--- src/rtl/aes_pkg.sv ---
// -----------------------------------------------------------------------------
// aes_pkg
// Shared types and helpers for the AES step blocks.
//   aes_byte_t    : one state byte
//   aes_state_t   : 4x4 byte state indexed [row][col]
//   isr_state_e   : control states of the InvShiftRows step
//   pack_state    : aes_state_t -> 128-bit vector
//   unpack_state  : 128-bit vector -> aes_state_t
// Byte k of a 128-bit vector lives at bits [127-8k -: 8]; it maps to
// row k%4, column k/4 (column-major, as in FIPS-197).
// -----------------------------------------------------------------------------
package aes_pkg;

    typedef logic [7:0] aes_byte_t;
    typedef aes_byte_t aes_state_t [4][4];

    typedef enum logic [2:0] {
        IDLE,
        ROT1,
        ROT2,
        ROT3,
        DONE
    } isr_state_e;

    function automatic logic [127:0] pack_state(input aes_state_t s);
        logic [127:0] v;
        v = '0;
        for (int c = 0; c < 4; c++) begin
            for (int r = 0; r < 4; r++) begin
                v[7'(127 - 8 * (4 * c + r)) -: 8] = s[2'(r)][2'(c)];
            end
        end
        return v;
    endfunction

    function automatic void unpack_state(input logic [127:0] v, output aes_state_t s);
        for (int c = 0; c < 4; c++) begin
            for (int r = 0; r < 4; r++) begin
                s[2'(r)][2'(c)] = v[7'(127 - 8 * (4 * c + r)) -: 8];
            end
        end
    endfunction

endpackage

--- src/rtl/inv_row_rotate.sv ---
// -----------------------------------------------------------------------------
// inv_row_rotate
// Combinational helper: returns the state with one row rotated right by one
// byte position (new[c] = old[(c-1) mod 4]); all other rows pass through.
//   state_i : input state
//   row     : row to rotate (0..3)
//   state_o : state with the selected row rotated
// -----------------------------------------------------------------------------
module inv_row_rotate
    import aes_pkg::*;
(
    input  aes_state_t  state_i,
    input  logic [1:0]  row,
    output aes_state_t  state_o
);

    always_comb begin
        state_o = state_i;
        for (int c = 0; c < 4; c++) begin
            // 2-bit truncation of c+3 gives (c-1) mod 4
            state_o[row][2'(c)] = state_i[row][2'(c + 3)];
        end
    end

endmodule

--- src/rtl/inv_shift_rows_step.sv ---
// -----------------------------------------------------------------------------
// inv_shift_rows_step
// AES InvShiftRows step: row r of the state is rotated right by r bytes,
// one single-byte rotation per cycle (row1 x1, row2 x2, row3 x3), so the
// result appears 6 cycles after the load edge.
//   clk    : clock, rising edge
//   rst    : synchronous active-high reset, aborts any operation
//   start  : launch request, rising edge only (ignored while rotating)
//   in     : 128-bit state, captured on the accepted start edge
//   key    : round key, present for a uniform step interface, not used
//   finish : high while out holds a valid result
//   out    : transformed state
// -----------------------------------------------------------------------------
module inv_shift_rows_step
    import aes_pkg::*;
(
    input  logic         clk,
    input  logic         rst,
    input  logic         start,
    input  logic [127:0] in,
    input  logic [127:0] key,
    output logic         finish,
    output logic [127:0] out
);

    isr_state_e   state, state_n;
    logic [1:0]   cnt, cnt_n;
    logic         start_q;
    logic [127:0] work, work_n;
    logic [127:0] out_n;
    logic         finish_n;
    logic [1:0]   sel;
    aes_state_t   work_st, rot_st;
    logic [127:0] rot_vec;
    logic         start_edge;
    logic         unused_key;

    assign unused_key = ^key;
    assign start_edge = start & ~start_q;

    always_comb unpack_state(work, work_st);

    inv_row_rotate u_rot (
        .state_i (work_st),
        .row     (sel),
        .state_o (rot_st)
    );

    assign rot_vec = pack_state(rot_st);

    always_ff @(posedge clk) begin
        if (rst) begin
            state   <= IDLE;
            cnt     <= 2'd0;
            start_q <= 1'b0;
            work    <= '0;
            out     <= '0;
            finish  <= 1'b0;
        end else begin
            state   <= state_n;
            cnt     <= cnt_n;
            start_q <= start;
            work    <= work_n;
            out     <= out_n;
            finish  <= finish_n;
        end
    end

    always_comb begin
        state_n  = state;
        cnt_n    = cnt;
        work_n   = work;
        out_n    = out;
        finish_n = finish;
        sel      = 2'd0;
        case (state)
            IDLE, DONE: begin
                if (start_edge) begin
                    work_n   = in;
                    finish_n = 1'b0;
                    cnt_n    = 2'd0;
                    state_n  = ROT1;
                end
            end
            ROT1: begin
                sel     = 2'd1;
                work_n  = rot_vec;
                cnt_n   = 2'd0;
                state_n = ROT2;
            end
            ROT2: begin
                sel    = 2'd2;
                work_n = rot_vec;
                if (cnt == 2'd1) begin
                    cnt_n   = 2'd0;
                    state_n = ROT3;
                end else begin
                    cnt_n = cnt + 2'd1;
                end
            end
            ROT3: begin
                sel    = 2'd3;
                work_n = rot_vec;
                if (cnt == 2'd2) begin
                    // last rotation lands directly in the output register
                    out_n    = rot_vec;
                    finish_n = 1'b1;
                    cnt_n    = 2'd0;
                    state_n  = DONE;
                end else begin
                    cnt_n = cnt + 2'd1;
                end
            end
            default: begin
                state_n = IDLE;
            end
        endcase
    end

endmodule

--- config.mk ---
export PLATFORM = sky130hd
export DESIGN_NAME = inv_shift_rows_step
export DESIGN_NICKNAME = d
export VERILOG_FILES = /design/src/rtl/aes_pkg.sv /design/src/rtl/inv_row_rotate.sv /design/src/rtl/inv_shift_rows_step.sv
export SDC_FILE = /design/constraint.sdc
export NUM_CORES = 1
export LEC_CHECK = 0
export ABC_AREA = 1
export ABC_CLOCK_PERIOD_IN_PS = 910
export CAP_MARGIN = 10
export CORE_AREA = 2 2 150 152
export DETAILED_ROUTE_END_ITERATION = 12
export DIE_AREA = 0 0 152 154
export HOLD_SLACK_MARGIN = 0.05
export PLACE_DENSITY = 0.4
export RECOVER_POWER = 100
export SYNTH_ARGS = -nofsm -noshare
export SYNTH_HDL_FRONTEND = slang
export SYNTH_SLANG_ARGS = --single-unit
--- constraint.sdc ---
create_clock -name clk -period 0.91 [get_ports clk]
set_input_delay 0.182 -clock clk [delete_from_list [all_inputs] [get_ports clk]]
set_output_delay 0.182 -clock clk [all_outputs]
set_load 0.1 [all_outputs]
==> results.py <==
metrics = {
    "drt": {
        "vias": 679,
        "ant_nets": 0,
        "dr.pass1.iters": 4,
        "via_per_inst": 1.43,
        "drc": 0,
        "drtIter0Drc": 13,
        "avgRoutedWirePerCell_um": 3.11,
        "finalWirelength_um": 1470,
    },
    "critical_path": {
        "reg2reg_from": "state[1]",
        "cp_slowest_cell": "dfxtp_4",
        "crit_path_max_incr_delay_ns": 0.37,
        "cp-start-kind": "flop",
        "crit_path_end_kind": "flop",
        "r2r_slack_ns": -0.10,
        "critical_path.cell_chain": "nor2_4 -> buf_6 -> buf_6 -> nor3b_2 -> nor2_1 -> nor2_1",
        "r2r_end": "state[1]",
        "crit_fanout": 6,
        "critPathKind": "reg -> reg",
        "critical_path_required_ns": 1.07,
        "critical_path_arrival_ns": 1.17,
        "rr_worst_depth": 6,
    },
    "min_path": {
        "min_to": "start_q",
        "hp-start": "start",
        "holdPathStages": 3,
        "min_path_type": "in -> reg",
    },
    "floorplan": {
        "fp.dieW_um": 152,
        "start_util": 0.0601,
        "row_count": 54,
        "dieArea_mm2": 0.0234,
        "core_mm2": 0.0217,
        "ioPinCount": 388,
        "die_height_um": 154,
    },
    "timing": {
        "setup_violations": 7,
        "finClkSkew_ns": 0.000542,
        "post-route-period-util": 1.11,
        "worst_slack_ns": -0.102,
        "period_needed_ns": 1.01,
        "rsz0062_at_grt": "yes",
        "worst_hold_slack_ns": 0.309,
        "clock.fmax_mhz": 989,
        "finalHoldViolCount": 0,
        "slew_viol_final": 0,
    },
    "power": {
        "cellLeakagePower_uw": 0.000673,
        "p_per_area_mw_per_mm2": 3020,
        "finalPower_uw": 4270,
        "vdd_ir_drop_max_uv": 1020,
    },
    "synth": {
        "syn_inst": 179,
        "synth_cell_types": 15,
        "synth_seq_cells": 7,
        "avgSynthCellArea_um2": 7.28,
        "syn-cell-area_mm2": 0.00130,
        "ys_seq_area_frac": 0.108,
        "ys_warn_count": 0,
    },
    "placed_design": {
        "postPlaceCellArea_mm2": 0.00126,
        "gp_congestion": 0.655,
        "io_buffer_count": 3,
        "preCtsSetupSlack_ns": -0.380,
        "dpl.hpwl_um": 1290,
    },
    "layout": {
        "fin_nets": 454,
        "num-fill-cells": 2544,
        "area_growth_pct": 8.55,
        "antenna_cells": 0,
        "fin_area_mm2": 0.00141,
        "post-route-util": 0.0652,
        "drive_gt1_frac": 0.144,
    },
    "flow_run": {
        "max_cap_violations": 0,
    },
    "clock_tree": {
        "root_buffer": "clkbuf_16",
        "clkTransAtPathRegs_ns": 0.03,
        "cts_sinks": 7,
        "h-tree-depth": 1,
        "cts_buffer_depth": 2,
        "clk_latency_ns": 0.23,
        "cts_tree": "built",
        "cts_made_buffers": 3,
    },
    "global_routing": {
        "grt_pass1_wl_um": 1720,
        "first_global_vias": 406,
        "grtUsageTotal": 0.00909,
        "overflow": 0,
        "grt_max_degree": 7,
        "antenna_found_initial": 0,
    },
    "outcome": {
        "status": "finished with violations",
        "violations": "setup timing",
    },
}
logic make-up (layout without fill, tap and decap cells):
group,after synthesis,after routing,share of synthesized area
other,1,128,0.00288
buffers and inverters,136,24,0.761
AO/OA/AOI/OAI,10,10,0.0432
AND/OR/NAND/NOR,25,25,0.0855
flip-flops,7,7,0.108
cells in the final DEF, fill, tap and decap left out, types with 2 or more instances in the layout:
cell type	n
nand3_2	2
buf_6	2
inv_1	6
a21oi_1	5
o21ai_1	3
clkbuf_16	3
nor2_4	2
nor2_1	5
nand2_1	9
nand2_2	3
dfxtp_1	3
nand3_1	2
conb_1	128
buf_4	7
inv_2	2
dfxtp_4	3
layout make-up:
| type | count | area (um^2) | share of cell area |
|---|---|---|---|
| Timing Repair Buffer | 12 | 114 | 0.0805 |
| Tap cell | 280 | 350 | 0.248 |
| Clock buffer | 4 | 78.8 | 0.0558 |
| Inverter | 8 | 30.0 | 0.0212 |
| Sequential cell | 7 | 153 | 0.108 |
| Multi-Input combinational cell | 163 | 688 | 0.487 |
through the flow:
stage,instances,TNS (ns)
floorplan,306,-0.0124
global placement,467,-2.21
detailed placement,467,-2.09
CTS,471,-0.399
global route,474,-0.957
finish,474,-0.424
critical path, delay by kind of cell (launching register included):
| kind | cells | cell delay (ns) |
|---|---|---|
| AND/OR/NAND/NOR | 4 | 0.36 |
| flip-flops | 1 | 0.37 |
| buffers and inverters | 2 | 0.21 |
how the worst max path moves through the flow:
stage,startpoint,end,slack (ns),cells past startpoint
finish,state[1],state[1],-0.10,6
global route,state[0],cnt[0],-0.19,5
CTS,state[1],state[0],-0.07,6
detailed placement,start,state[1],-0.38,6
global placement,start,state[1],-0.42,6
floorplan,finish,finish,-0.01,2
Yosys cell counts, drive strengths merged:
master	number	area (um^2)
o211ai	1	7.51
inv	8	30.0
conb	1	3.75
nand2	12	45.0
a21oi	5	25.0
buf	128	961
o21ai	4	23.8
nor3b	1	7.51
nor2	7	31.3
dfxtp	7	140
nand3b	1	7.51
nand3	4	20.0
layer usage:
layer,part of all wire,track usage,up-vias
li1,-,-,322
met1,0.29,0.0103,272
met2,0.50,0.0146,85
met3,0.21,0.00254,0
met4,0,0.00668,0
met5,0,0,-
what timing repair did:
action,4_1_cts,5_1_grt
gates resized for setup,8,10
gates cloned,0,0
hold buffers,0,0
buffers inserted,0,3
setup endpoints to repair,7,7
pin swaps,2,7
report_power, final:
group,switching (uW),internal [uW]
Clock,155,582
Sequential,78.2,391
Combinational,2640,430
Total,2870,1400
registers in the layout, indices dropped and copies added (netlist names):
signal	cells
cnt	2
finish	1
start_q	1
state	3
Power figures use the tool's default switching activity.
